--- src/rtl/crossing_arbiter_pkg.sv ---
// Shared encodings for the crossing arbiter: phase typedef, owner encodings and
// the IDLE arbitration helper.
package crossing_arbiter_pkg;

    // Phase encoding is visible on the `phase` output, so values are fixed.
    typedef enum logic [1:0] {
        PH_IDLE    = 2'b00,
        PH_GREEN   = 2'b01,
        PH_YELLOW  = 2'b10,
        PH_ALL_RED = 2'b11
    } phase_e;

    localparam logic OWN_A = 1'b0;
    localparam logic OWN_B = 1'b1;

    // Pick the next holder from the sampled requests; ties go to prio.
    function automatic logic pick_owner(input logic ra, input logic rb, input logic prio);
        logic sel;
        if (ra && rb) begin
            sel = prio;
        end else if (rb) begin
            sel = OWN_B;
        end else begin
            sel = OWN_A;
        end
        return sel;
    endfunction

endpackage

--- src/rtl/crossing_arbiter_phase_timer.sv ---
// Phase dwell timer: saturating up-counter cleared on every phase entry, with a
// terminal compare against a per-phase limit supplied by the FSM.
module phase_timer
    import crossing_arbiter_pkg::*;
#(
    parameter int unsigned CNT_W = 6
) (
    input  logic             clk_main,
    input  logic             reset,
    input  logic             clear,
    input  logic [CNT_W-1:0] limit,
    output logic             done
);

    logic [CNT_W-1:0] count_q;
    logic [CNT_W-1:0] count_d;

    // Next count: clear on phase entry, otherwise count up and hold at all-ones.
    always_comb begin
        count_d = count_q;
        if (clear) begin
            count_d = '0;
        end else if (count_q != '1) begin
            count_d = count_q + 1'b1;
        end
    end

    // Counter register with synchronous reset.
    always_ff @(posedge clk_main) begin
        if (reset) begin
            count_q <= '0;
        end else begin
            count_q <= count_d;
        end
    end

    assign done = (count_q >= limit);

endmodule

--- src/rtl/crossing_arbiter.sv ---
// Two-requester phase controller sharing one exclusive resource between sides
// A and B: IDLE -> GREEN -> YELLOW -> ALL_RED with minimum dwell, fixed
// clearance and round-robin tie-break.
// Optional feature macro: STARVE_LIMIT_EN (bounds GREEN to MAX_GREEN cycles
// when the other side is waiting).
module crossing_arbiter
    import crossing_arbiter_pkg::*;
#(
    parameter int unsigned MIN_GREEN = 8,
    parameter int unsigned YELLOW    = 3,
    parameter int unsigned MAX_GREEN = 32,
    parameter int unsigned CNT_W     = 6
) (
    input  logic       clk_main,
    input  logic       reset,
    input  logic       req_a,
    input  logic       req_b,
    output logic       grant_a,
    output logic       grant_b,
    output logic       yellow,
    output logic       owner,
    output logic [1:0] phase
);

    // Elaboration-time parameter range checks.
    if (MIN_GREEN < 1 || MIN_GREEN >= (32'd1 << CNT_W)) begin : g_bad_min_green
        $error("crossing_arbiter: MIN_GREEN out of range 1..2^CNT_W-1");
    end
    if (YELLOW < 1 || YELLOW >= (32'd1 << CNT_W)) begin : g_bad_yellow
        $error("crossing_arbiter: YELLOW out of range 1..2^CNT_W-1");
    end
`ifdef STARVE_LIMIT_EN
    if (MAX_GREEN <= MIN_GREEN || MAX_GREEN >= (32'd1 << CNT_W)) begin : g_bad_max_green
        $error("crossing_arbiter: MAX_GREEN must exceed MIN_GREEN and be below 2^CNT_W");
    end
`endif

    // Timer compares against limit-1 because the count starts at 0 on entry.
    localparam logic [CNT_W-1:0] MIN_LIM = CNT_W'(MIN_GREEN - 1);
    localparam logic [CNT_W-1:0] YEL_LIM = CNT_W'(YELLOW - 1);
`ifdef STARVE_LIMIT_EN
    localparam logic [CNT_W-1:0] MAX_LIM = CNT_W'(MAX_GREEN - 1);
`endif

    phase_e           phase_q;
    phase_e           phase_d;
    logic             owner_q;
    logic             owner_d;
    logic             prio_q;
    logic             prio_d;
    logic             grant_a_q;
    logic             grant_b_q;
    logic             yellow_q;
    logic             own_req;
    logic [CNT_W-1:0] timer_lim;
    logic             timer_done;
    logic             timer_clear;
`ifdef STARVE_LIMIT_EN
    logic             oth_req;
`endif

    assign own_req = (owner_q == OWN_B) ? req_b : req_a;
`ifdef STARVE_LIMIT_EN
    assign oth_req = (owner_q == OWN_B) ? req_a : req_b;
`endif

    // Next-state logic: arbitration in IDLE, dwell/clearance exits elsewhere.
    always_comb begin
        phase_d   = phase_q;
        owner_d   = owner_q;
        prio_d    = prio_q;
        timer_lim = '0;
        unique case (phase_q)
            PH_IDLE: begin
                if (req_a || req_b) begin
                    phase_d = PH_GREEN;
                    owner_d = pick_owner(req_a, req_b, prio_q);
                end
            end
            PH_GREEN: begin
`ifdef STARVE_LIMIT_EN
                // Both sides asking: only the MAX_GREEN bound can end the grant.
                // MAX_GREEN > MIN_GREEN, so the minimum dwell is still honoured.
                if (own_req && oth_req) begin
                    timer_lim = MAX_LIM;
                    if (timer_done) begin
                        phase_d = PH_YELLOW;
                        prio_d  = ~owner_q;
                    end
                end else begin
                    timer_lim = MIN_LIM;
                    if (timer_done && !own_req) begin
                        phase_d = PH_YELLOW;
                        prio_d  = ~owner_q;
                    end
                end
`else
                timer_lim = MIN_LIM;
                if (timer_done && !own_req) begin
                    phase_d = PH_YELLOW;
                    prio_d  = ~owner_q;
                end
`endif
            end
            PH_YELLOW: begin
                timer_lim = YEL_LIM;
                if (timer_done) begin
                    phase_d = PH_ALL_RED;
                end
            end
            PH_ALL_RED: begin
                phase_d = PH_IDLE;
            end
            default: begin
                phase_d = PH_IDLE;
            end
        endcase
    end

    // Every phase change restarts the dwell count.
    assign timer_clear = (phase_d != phase_q);

    phase_timer #(
        .CNT_W (CNT_W)
    ) u_phase_timer (
        .clk_main (clk_main),
        .reset    (reset),
        .clear    (timer_clear),
        .limit    (timer_lim),
        .done     (timer_done)
    );

    // State and registered outputs; outputs decode the next phase/owner so they
    // line up with the registered phase.
    always_ff @(posedge clk_main) begin
        if (reset) begin
            phase_q   <= PH_IDLE;
            owner_q   <= OWN_A;
            prio_q    <= OWN_A;
            grant_a_q <= 1'b0;
            grant_b_q <= 1'b0;
            yellow_q  <= 1'b0;
        end else begin
            phase_q   <= phase_d;
            owner_q   <= owner_d;
            prio_q    <= prio_d;
            grant_a_q <= (phase_d == PH_GREEN) && (owner_d == OWN_A);
            grant_b_q <= (phase_d == PH_GREEN) && (owner_d == OWN_B);
            yellow_q  <= (phase_d == PH_YELLOW);
        end
    end

    assign grant_a = grant_a_q;
    assign grant_b = grant_b_q;
    assign yellow  = yellow_q;
    assign owner   = owner_q;
    assign phase   = phase_q;

endmodule

--- config.mk ---
export PLATFORM = sky130hd
export DESIGN_NAME = crossing_arbiter
export DESIGN_NICKNAME = d
export VERILOG_FILES = /design/src/rtl/crossing_arbiter_pkg.sv /design/src/rtl/crossing_arbiter_phase_timer.sv /design/src/rtl/crossing_arbiter.sv
export SDC_FILE = /design/constraint.sdc
export NUM_CORES = 1
export LEC_CHECK = 0
export CAP_MARGIN = 20
export CORE_MARGIN = 4
export CORE_UTILIZATION = 57
export DETAILED_ROUTE_END_ITERATION = 6
export PLACE_DENSITY = 0.9
export SKIP_LAST_GASP = 1
export SLEW_MARGIN = 5
export SYNTH_ARGS = -nofsm -noshare
export SYNTH_HDL_FRONTEND = slang
export SYNTH_SLANG_ARGS = --single-unit
--- constraint.sdc ---
create_clock -name clk_main -period 5.8 [get_ports clk_main]
set_input_delay 0.58 -clock clk_main [delete_from_list [all_inputs] [get_ports clk_main]]
set_output_delay 0.58 -clock clk_main [all_outputs]
set_load 0.05 [all_outputs]
==> reports/qor.txt, run 1 <==
====================================================================================================
Maximum fanout encountered on the critical timing path ................................            8
Via count of the routed design ........................................................          788
CP required ...........................................................................      5970 ps
Vias/cell .............................................................................        6.622
Clock root buffer ..................................................................... sky130_fd_sc_hd__clkbuf_4
Number of warnings issued by yosys ....................................................            0
Worst vdd rail ir drop ................................................................    0.2948 mV
Total routing usage reported by global routing ........................................       0.2135
Peak Freq .............................................................................    348.9 MHz
Critical Path AT ......................................................................      3030 ps
Iteration-0 DRC count of the detailed router ..........................................           27
Largest net degree at the start of global routing .....................................           12
RSZ-0062 raised after global routing ..................................................        false
Final period util .....................................................................       0.4941
Transition at the pin with the smallest max-transition slack ..........................     607.4 ps
Final layout net count ................................................................          116
Clock tree skew after final layout ....................................................     4.235 ps
Number of instances in the synthesized netlist ........................................           92
Number of placed cells counting well taps .............................................          115
Worst-Skew Late Latency ...............................................................       270 ps
Setup bufs post-CTS ...................................................................            0
Standard cell core area ...............................................................     1350 um2
Power density over the cells .......................................................... 446.7 nW/um2
Slew margin rel. ......................................................................       0.5943
Max-capacitance violation count .......................................................            0
Number of global-route vias before repair .............................................          697
Clock tree from TritonCTS .............................................................        built
Area of the die .......................................................................     2148 um2
Average wire per cell in the routed design ............................................     16.27 um
Crit. End Element .....................................................................         flop
Yosys top cell by area ................................................................ sky130_fd_sc_hd__dfxtp_1
Sequential-to-total area share from yosys stat ........................................       0.3104
Synth Register Bits ...................................................................           13
Most used flip-flop cell after synthesis .............................................. sky130_fd_sc_hd__dfxtp_1
Result of the run ..................................................................... finished, final reports clean
Die outline width .....................................................................     46.35 um
Leading cell types in the layout, fill and taps excluded .............................. 13 x sky130_fd_sc_hd__dfxtp_1, 10 x sky130_fd_sc_hd__nand2_1, 9 x sky130_fd_sc_hd__nor2_1, 9 x sky130_fd_sc_hd__clkdlybuf4s50_1, 7 x sky130_fd_sc_hd__ha_1
Hold violation total from the final report ............................................            0
Initial core utilization ..............................................................       0.6209
Critical path type .................................................................... flop to flop
Global route total overflow ...........................................................            0
Share of flip-flops with an asynchronous set or reset after synthesis .................            0
Wirelength, routed ....................................................................      1936 um
Synth top area cells .................................................................. sky130_fd_sc_hd__dfxtp_1 31%, sky130_fd_sc_hd__a2111oi_2 11%, sky130_fd_sc_hd__ha_1 10%
# rows ................................................................................           13
Drt pass-1 iters ......................................................................            5
Number of slew-limit violations in the final report ...................................            0
First-pass GRT wire length ............................................................      3201 um
Antenna violation net count after detailed routing ....................................            0
Antenna diode count ...................................................................            0
Relative area change from synthesis to final layout ...................................       15.67%
Sort of element at the start of the critical path .....................................         flop
Crit path time final ..................................................................      2866 ps
Class of the tightest hold or removal check ........................................... flop to flop
Combined area of all synthesized cells ................................................    838.3 um2
Total negative slack ..................................................................         0 ps
Layout cell share with drive strength beyond 1 ........................................       0.1346
Clock-pin slew reported for the worst setup and hold paths after clock tree synthesis .        70 ps
Most frequent standard cell in the layout excluding fill and tap cells ................ sky130_fd_sc_hd__dfxtp_1
Hold buffers post-CTS .................................................................            0
Routability congestion estimate from global placement .................................       0.8332
Avg Cell Area, Syn ....................................................................    9.112 um2
Post-synthesis net count ..............................................................          103
Count of buffers inserted at the top-level ports ......................................            9
Number of levels the H-tree was split into ............................................            1
Post-cts sizing count .................................................................            0
Maximum buffer depth of the clock tree ................................................            2
Final non-filler cell total ...........................................................          119
Leakage power figure .................................................................. 0.0003543 uW
Fin Hold WS ...........................................................................     507.9 ps
Vertical die dimension ................................................................     46.35 um
Total of endpoints with negative setup slack in the final report ......................            0
Clock net sink count ..................................................................           13
Count of different cell masters after synthesis .......................................           32
Detailed-route DRC error count ........................................................            0
Half-perimeter wire length after detailed placement ...................................      1429 um
Ports placed on the boundary ..........................................................           10
Post-synth top area share .............................................................       0.3104
Initial antenna violation count .......................................................            0
Number of buffers inserted during clock tree synthesis ................................            3
Number of enable-type register cells in the synthesized netlist .......................            0
====================================================================================================
==> worst max-delay path: stages, from the launching register on <==
cell	delay, ps
sky130_fd_sc_hd__dfxtp_1	500
sky130_fd_sc_hd__inv_1	180
sky130_fd_sc_hd__ha_1	330
sky130_fd_sc_hd__inv_1	50
sky130_fd_sc_hd__ha_1	270
sky130_fd_sc_hd__nor2_1	40
sky130_fd_sc_hd__or4_4	510
sky130_fd_sc_hd__a21o_1	230
sky130_fd_sc_hd__a31o_2	280
sky130_fd_sc_hd__a2111oi_2	370
==> layer usage <==
| layer | track usage | share of wire | up-vias |
|---|---|---|---|
| met2 | 0.3352 | 0.48 | 40 |
| li1 | - | - | 370 |
| met3 | 0.05859 | 0.065 | 8 |
| met5 | 0 | 0 | - |
| met1 | 0.2774 | 0.44 | 370 |
| met4 | 0.07386 | 0.020 | 0 |
==> registers in the layout, summed over array words and instances, names as in the netlist <==
name	count
yellow	1
grant_b	1
phase	2
owner	1
u_phase_timer.count_q	6
prio_q	1
grant_a	1
==> per-stage QoR <==
stage / setup WS (ps) / total power (uW) / utilization / area, um2
floorplan: 2828 / 314.5 / - / 838.3
global placement: 3113 / 362.5 / 0.6988 / 943.4
detailed placement: 3038 / 374.0 / 0.6988 / 943.4
CTS: 3021 / 429.3 / 0.7183 / 969.7
global route: 2829 / 461.1 / 0.7183 / 969.7
finish: 2934 / 433.1 / 0.7183 / 969.7
==> cells by family after synthesis <==
logic type,count (synthesis),synth area share
AOI/OAI and AO/OA,24,0.2657
xor gates and xnor gates,2,0.02090
adders and majority gates,7,0.1045
buffers and inverters,6,0.02686
DFF,13,0.3104
muxes,3,0.03582
and+or+nand+nor,37,0.2358
==> power breakdown <==
group	total [uW]	switching, uW	internal (uW)
Combinational	254	162	91.7
Clock	53.6	26.9	26.7
Sequential	126	19.3	106
Total	433	208	225
==> cell type report <==
type | instances | area (um2)
Tap cell | 15 | 18.77
Multi-Input combinational cell | 73 | 555.5
Inverter | 5 | 18.77
Fill cell | 99 | 380.4
Clock buffer | 4 | 26.28
Timing Repair Buffer | 9 | 90.09
Sequential cell | 13 | 260.3
==> cell usage after synthesis, types with 2 or more instances <==
| library cell | count |
|---|---|
| sky130_fd_sc_hd__ha_1 | 7 |
| sky130_fd_sc_hd__nor2_1 | 9 |
| sky130_fd_sc_hd__inv_1 | 5 |
| sky130_fd_sc_hd__nor2b_1 | 2 |
| sky130_fd_sc_hd__a21oi_1 | 3 |
| sky130_fd_sc_hd__a2111oi_2 | 6 |
| sky130_fd_sc_hd__o21ai_0 | 5 |
| sky130_fd_sc_hd__nand3_1 | 4 |
| sky130_fd_sc_hd__mux2i_1 | 3 |
| sky130_fd_sc_hd__nand3b_1 | 2 |
| sky130_fd_sc_hd__nand2_1 | 10 |
| sky130_fd_sc_hd__dfxtp_1 | 13 |
| sky130_fd_sc_hd__a211oi_1 | 2 |
| sky130_fd_sc_hd__a21o_1 | 2 |
| sky130_fd_sc_hd__nand2b_1 | 2 |
==> worst paths after layout <==
| kind | to | start | slack (ps) | cells after the start |
|---|---|---|---|---|
| min reg2reg | prio_q | prio_q | 510 | 2 |
| max | u_phase_timer.count_q[1] | phase[0] | 2930 | 9 |
| max reg2reg | u_phase_timer.count_q[1] | phase[0] | 2930 | 9 |
| min | prio_q | prio_q | 510 | 2 |
No activity file was read; power rests on OpenSTA's default activity.
==> run 2, diff against run 1 <==
--- a/config.mk
+++ b/config.mk
@@ -7,9 +7,9 @@
 export LEC_CHECK = 0
 export CAP_MARGIN = 20
 export CORE_MARGIN = 4
-export CORE_UTILIZATION = 57
+export CORE_UTILIZATION = 53
 export DETAILED_ROUTE_END_ITERATION = 6
-export PLACE_DENSITY = 0.9
+export PLACE_DENSITY = 0.85
 export SKIP_LAST_GASP = 1
 export SLEW_MARGIN = 5
 export SYNTH_ARGS = -nofsm -noshare
==> constraint.sdc (replaced) <==
create_clock -name clk_main -period 2.8 [get_ports clk_main]
set_input_delay 0.28 -clock clk_main [delete_from_list [all_inputs] [get_ports clk_main]]
set_output_delay 0.28 -clock clk_main [all_outputs]
set_load 0.05 [all_outputs]
==> reports/qor.txt, run 2 (same netlist as run 1, synthesis figures left out) <==
====================================================================================================
Number of slew-limit violations in the final report ...................................            0   unchanged
Beginning of the worst hold path ......................................................       prio_q
Most frequent standard cell in the layout excluding fill and tap cells ................ sky130_fd_sc_hd__dfxtp_1
Average wire per cell in the routed design ............................................     15.47 um   -4.9%
Clock net sink count ..................................................................           13   unchanged
Ports placed on the boundary ..........................................................           10   unchanged
Reg2Reg Depth .........................................................................            9   unchanged
Final setup slack of the worst path ...................................................     144.7 ps   -2790 ps
RSZ-0062 raised after global routing ..................................................        false
Class of the tightest hold or removal check ........................................... flop to flop
Clock tree from TritonCTS .............................................................        built
Drt pass-1 iters ......................................................................            4   -1
Area of the die .......................................................................     2282 um2   +6.2%
Transition at the pin with the smallest max-transition slack ..........................     643.7 ps   +36.34 ps
Relative area change from synthesis to final layout ...................................       19.25%
Standard cell core area ...............................................................     1506 um2   +12%
Switching component of the power ......................................................     449.3 uW   +120%
Number of buffers inserted during clock tree synthesis ................................            3   unchanged
Total of endpoints with negative setup slack in the final report ......................            0   unchanged
Cell count of the worst hold path .....................................................            2   unchanged
Register with the most flip-flops ..................................................... u_phase_timer.count_q
Hold buffers post-CTS .................................................................            0   unchanged
Peak Freq .............................................................................    376.6 MHz   +7.9%
Fin Hold WS ...........................................................................     499.0 ps   -8.855 ps
Initial core utilization ..............................................................       0.5565   -0.06447
Number of inserted filler cells in the final layout ...................................          114   +15%
Layout cell share with drive strength beyond 1 ........................................       0.1635   +0.02885
Result of the run ..................................................................... finished, final reports clean
First-pass GRT wire length ............................................................      3022 um   -5.6%
# rows ................................................................................           14   +1
Total routing usage reported by global routing ........................................       0.1948   -0.01867
Worst-Skew Late Latency ...............................................................       280 ps   about the same
Detailed-route DRC error count ........................................................            0   unchanged
CP required ...........................................................................      2980 ps   -2990 ps
Half-perimeter wire length after detailed placement ...................................      1351 um   -5.5%
Slew margin rel. ......................................................................       0.5700   -0.02427
Leakage power figure .................................................................. 0.0003571 uW   +0.78%
Final period util .....................................................................       0.9483   +0.4542
Crit path time final ..................................................................      2655 ps   -210.5 ps
Critical Path AT ......................................................................      2830 ps   -200 ps
End point of the most critical hold path ..............................................       prio_q
Iteration-0 DRC count of the detailed router ..........................................           22   -19%
Relative contribution of sequential cells to total power ..............................        0.280   -0.010
Sort of element at the start of the critical path .....................................         flop
Via count of the routed design ........................................................          760   -3.6%
Largest net degree at the start of global routing .....................................           12   unchanged
Setup bufs post-CTS ...................................................................            0   unchanged
Pre-CTS WS ............................................................................     156.3 ps   -2882 ps
Antenna violation net count after detailed routing ....................................            0   unchanged
Initial antenna violation count .......................................................            0   unchanged
Count of buffers inserted at the top-level ports ......................................            9   unchanged
Net switching share of the total power ................................................       0.4815   +0.0008304
Maximum buffer depth of the clock tree ................................................            2   unchanged
Clock root buffer ..................................................................... sky130_fd_sc_hd__clkbuf_4
Leading cell types in the layout, fill and taps excluded .............................. 11 x sky130_fd_sc_hd__dfxtp_1, 10 x sky130_fd_sc_hd__nand2_1, 9 x sky130_fd_sc_hd__nor2_1, 9 x sky130_fd_sc_hd__clkdlybuf4s50_1, 7 x sky130_fd_sc_hd__ha_1
Final layout net count ................................................................          116   unchanged
R2R Setup Slk .........................................................................       140 ps   -2790 ps
Endpoint of the worst-slack reg-to-reg timing path .................................... u_phase_timer.count_q[1]
Critical path type .................................................................... flop to flop
Max-capacitance violation count .......................................................            0   unchanged
Source of the worst register-to-register timing path ..................................     phase[0]
Max FFs per register ..................................................................            6   unchanged
Wirelength, routed ....................................................................      1856 um   -4.1%
Power density over the cells .......................................................... 933.3 nW/um2   +110%
Gate power share ......................................................................        0.587   about the same
Worst vdd rail ir drop ................................................................    0.6533 mV   +120%
Clock-pin slew reported for the worst setup and hold paths after clock tree synthesis .        90 ps   +20 ps
Clock tree skew after final layout ....................................................     4.343 ps   +0.1075 ps
Vias/cell .............................................................................        6.333   -4.4%
Vertical die dimension ................................................................     47.77 um   +3.1%
Global route total overflow ...........................................................            0   unchanged
P_int .................................................................................     483.7 uW   +120%
Routability congestion estimate from global placement .................................       0.8294   -0.46%
Number of levels the H-tree was split into ............................................            1   unchanged
Number of global-route vias before repair .............................................          686   -1.6%
Antenna diode count ...................................................................            0   unchanged
Maximum fanout encountered on the critical timing path ................................            8   unchanged
Total negative slack ..................................................................         0 ps   unchanged
Crit. End Element .....................................................................         flop
Hold violation total from the final report ............................................            0   unchanged
Clock share of power ..................................................................        0.133   +0.009
Die outline width .....................................................................     47.77 um   +3.1%
====================================================================================================
[run 2: cell counts in the layout (fill, tap and decap cells not counted)]
Identical to the previous run, type by type.
[run 2: worst max-delay path, cell delays in order, from the launching register on]
cell and delay (ps):
sky130_fd_sc_hd__dfxtp_4 400, sky130_fd_sc_hd__inv_1 110, sky130_fd_sc_hd__ha_1 300, sky130_fd_sc_hd__inv_1 40, sky130_fd_sc_hd__ha_1 260, sky130_fd_sc_hd__nor2_1 40
sky130_fd_sc_hd__or4_4 520, sky130_fd_sc_hd__a21o_1 230, sky130_fd_sc_hd__a31o_2 290, sky130_fd_sc_hd__a2111oi_2 370
[run 2: power by group through the flow]
stage	sequential (uW)	clock, uW	combinational (uW)
3_5_place_dp	263	0	506
3_3_place_gp	260	0	494
2_1_floorplan	330	0	323
4_1_cts	259	123	510
6_report	261	124	548
5_1_grt	270	134	595
[run 2: worst max path at each step]
| stage | cells after the start | to | from |
|---|---|---|---|
| after floorplan | 9 | u_phase_timer.count_q[0] | phase[0] |
| after global placement | 9 | u_phase_timer.count_q[0] | phase[1] |
| after detailed placement | 9 | u_phase_timer.count_q[1] | phase[0] |
| after CTS | 9 | u_phase_timer.count_q[4] | phase[0] |
| after global routing | 9 | u_phase_timer.count_q[1] | phase[0] |
| final | 9 | u_phase_timer.count_q[1] | phase[0] |
[run 2: what timing repair did]
action	4_1_cts	5_1_grt
hold endpoints to repair	0	0
endpoints found under the setup margin	0	5
resized for setup	0	4
[run 2: through the flow]
stage	total power [uW]	area, um2	std cells	utilization
6_report	933.0	999.7	120	0.6636
2_1_floorplan	653.6	840.8	92	-
3_5_place_dp	769.2	947.2	116	0.6287
4_1_cts	891.9	973.4	120	0.6462
3_3_place_gp	753.8	947.2	116	0.6287
5_1_grt	998.7	999.7	120	0.6636
[run 2: per-layer routing]
layer / vias up / global-route usage / part of all wire / wire (um)
met3: 5 / 0.05639 / 0.041 / 77
met2: 20 / 0.3034 / 0.48 / 887
li1: 371 / - / - / -
met5: - / 0 / 0 / 0
met1: 364 / 0.2460 / 0.46 / 853
met4: 0 / 0.09140 / 0.020 / 38
[run 2: cell type report]
| class | instances | area, um2 | area share |
|---|---|---|---|
| Clock buffer | 4 | 26.28 | 0.02628 |
| Tap cell | 16 | 20.02 | 0.02003 |
| Sequential cell | 13 | 265.3 | 0.2653 |
| Timing Repair Buffer | 9 | 90.09 | 0.09011 |
| Multi-Input combinational cell | 73 | 579.3 | 0.5795 |
| Inverter | 5 | 18.77 | 0.01877 |
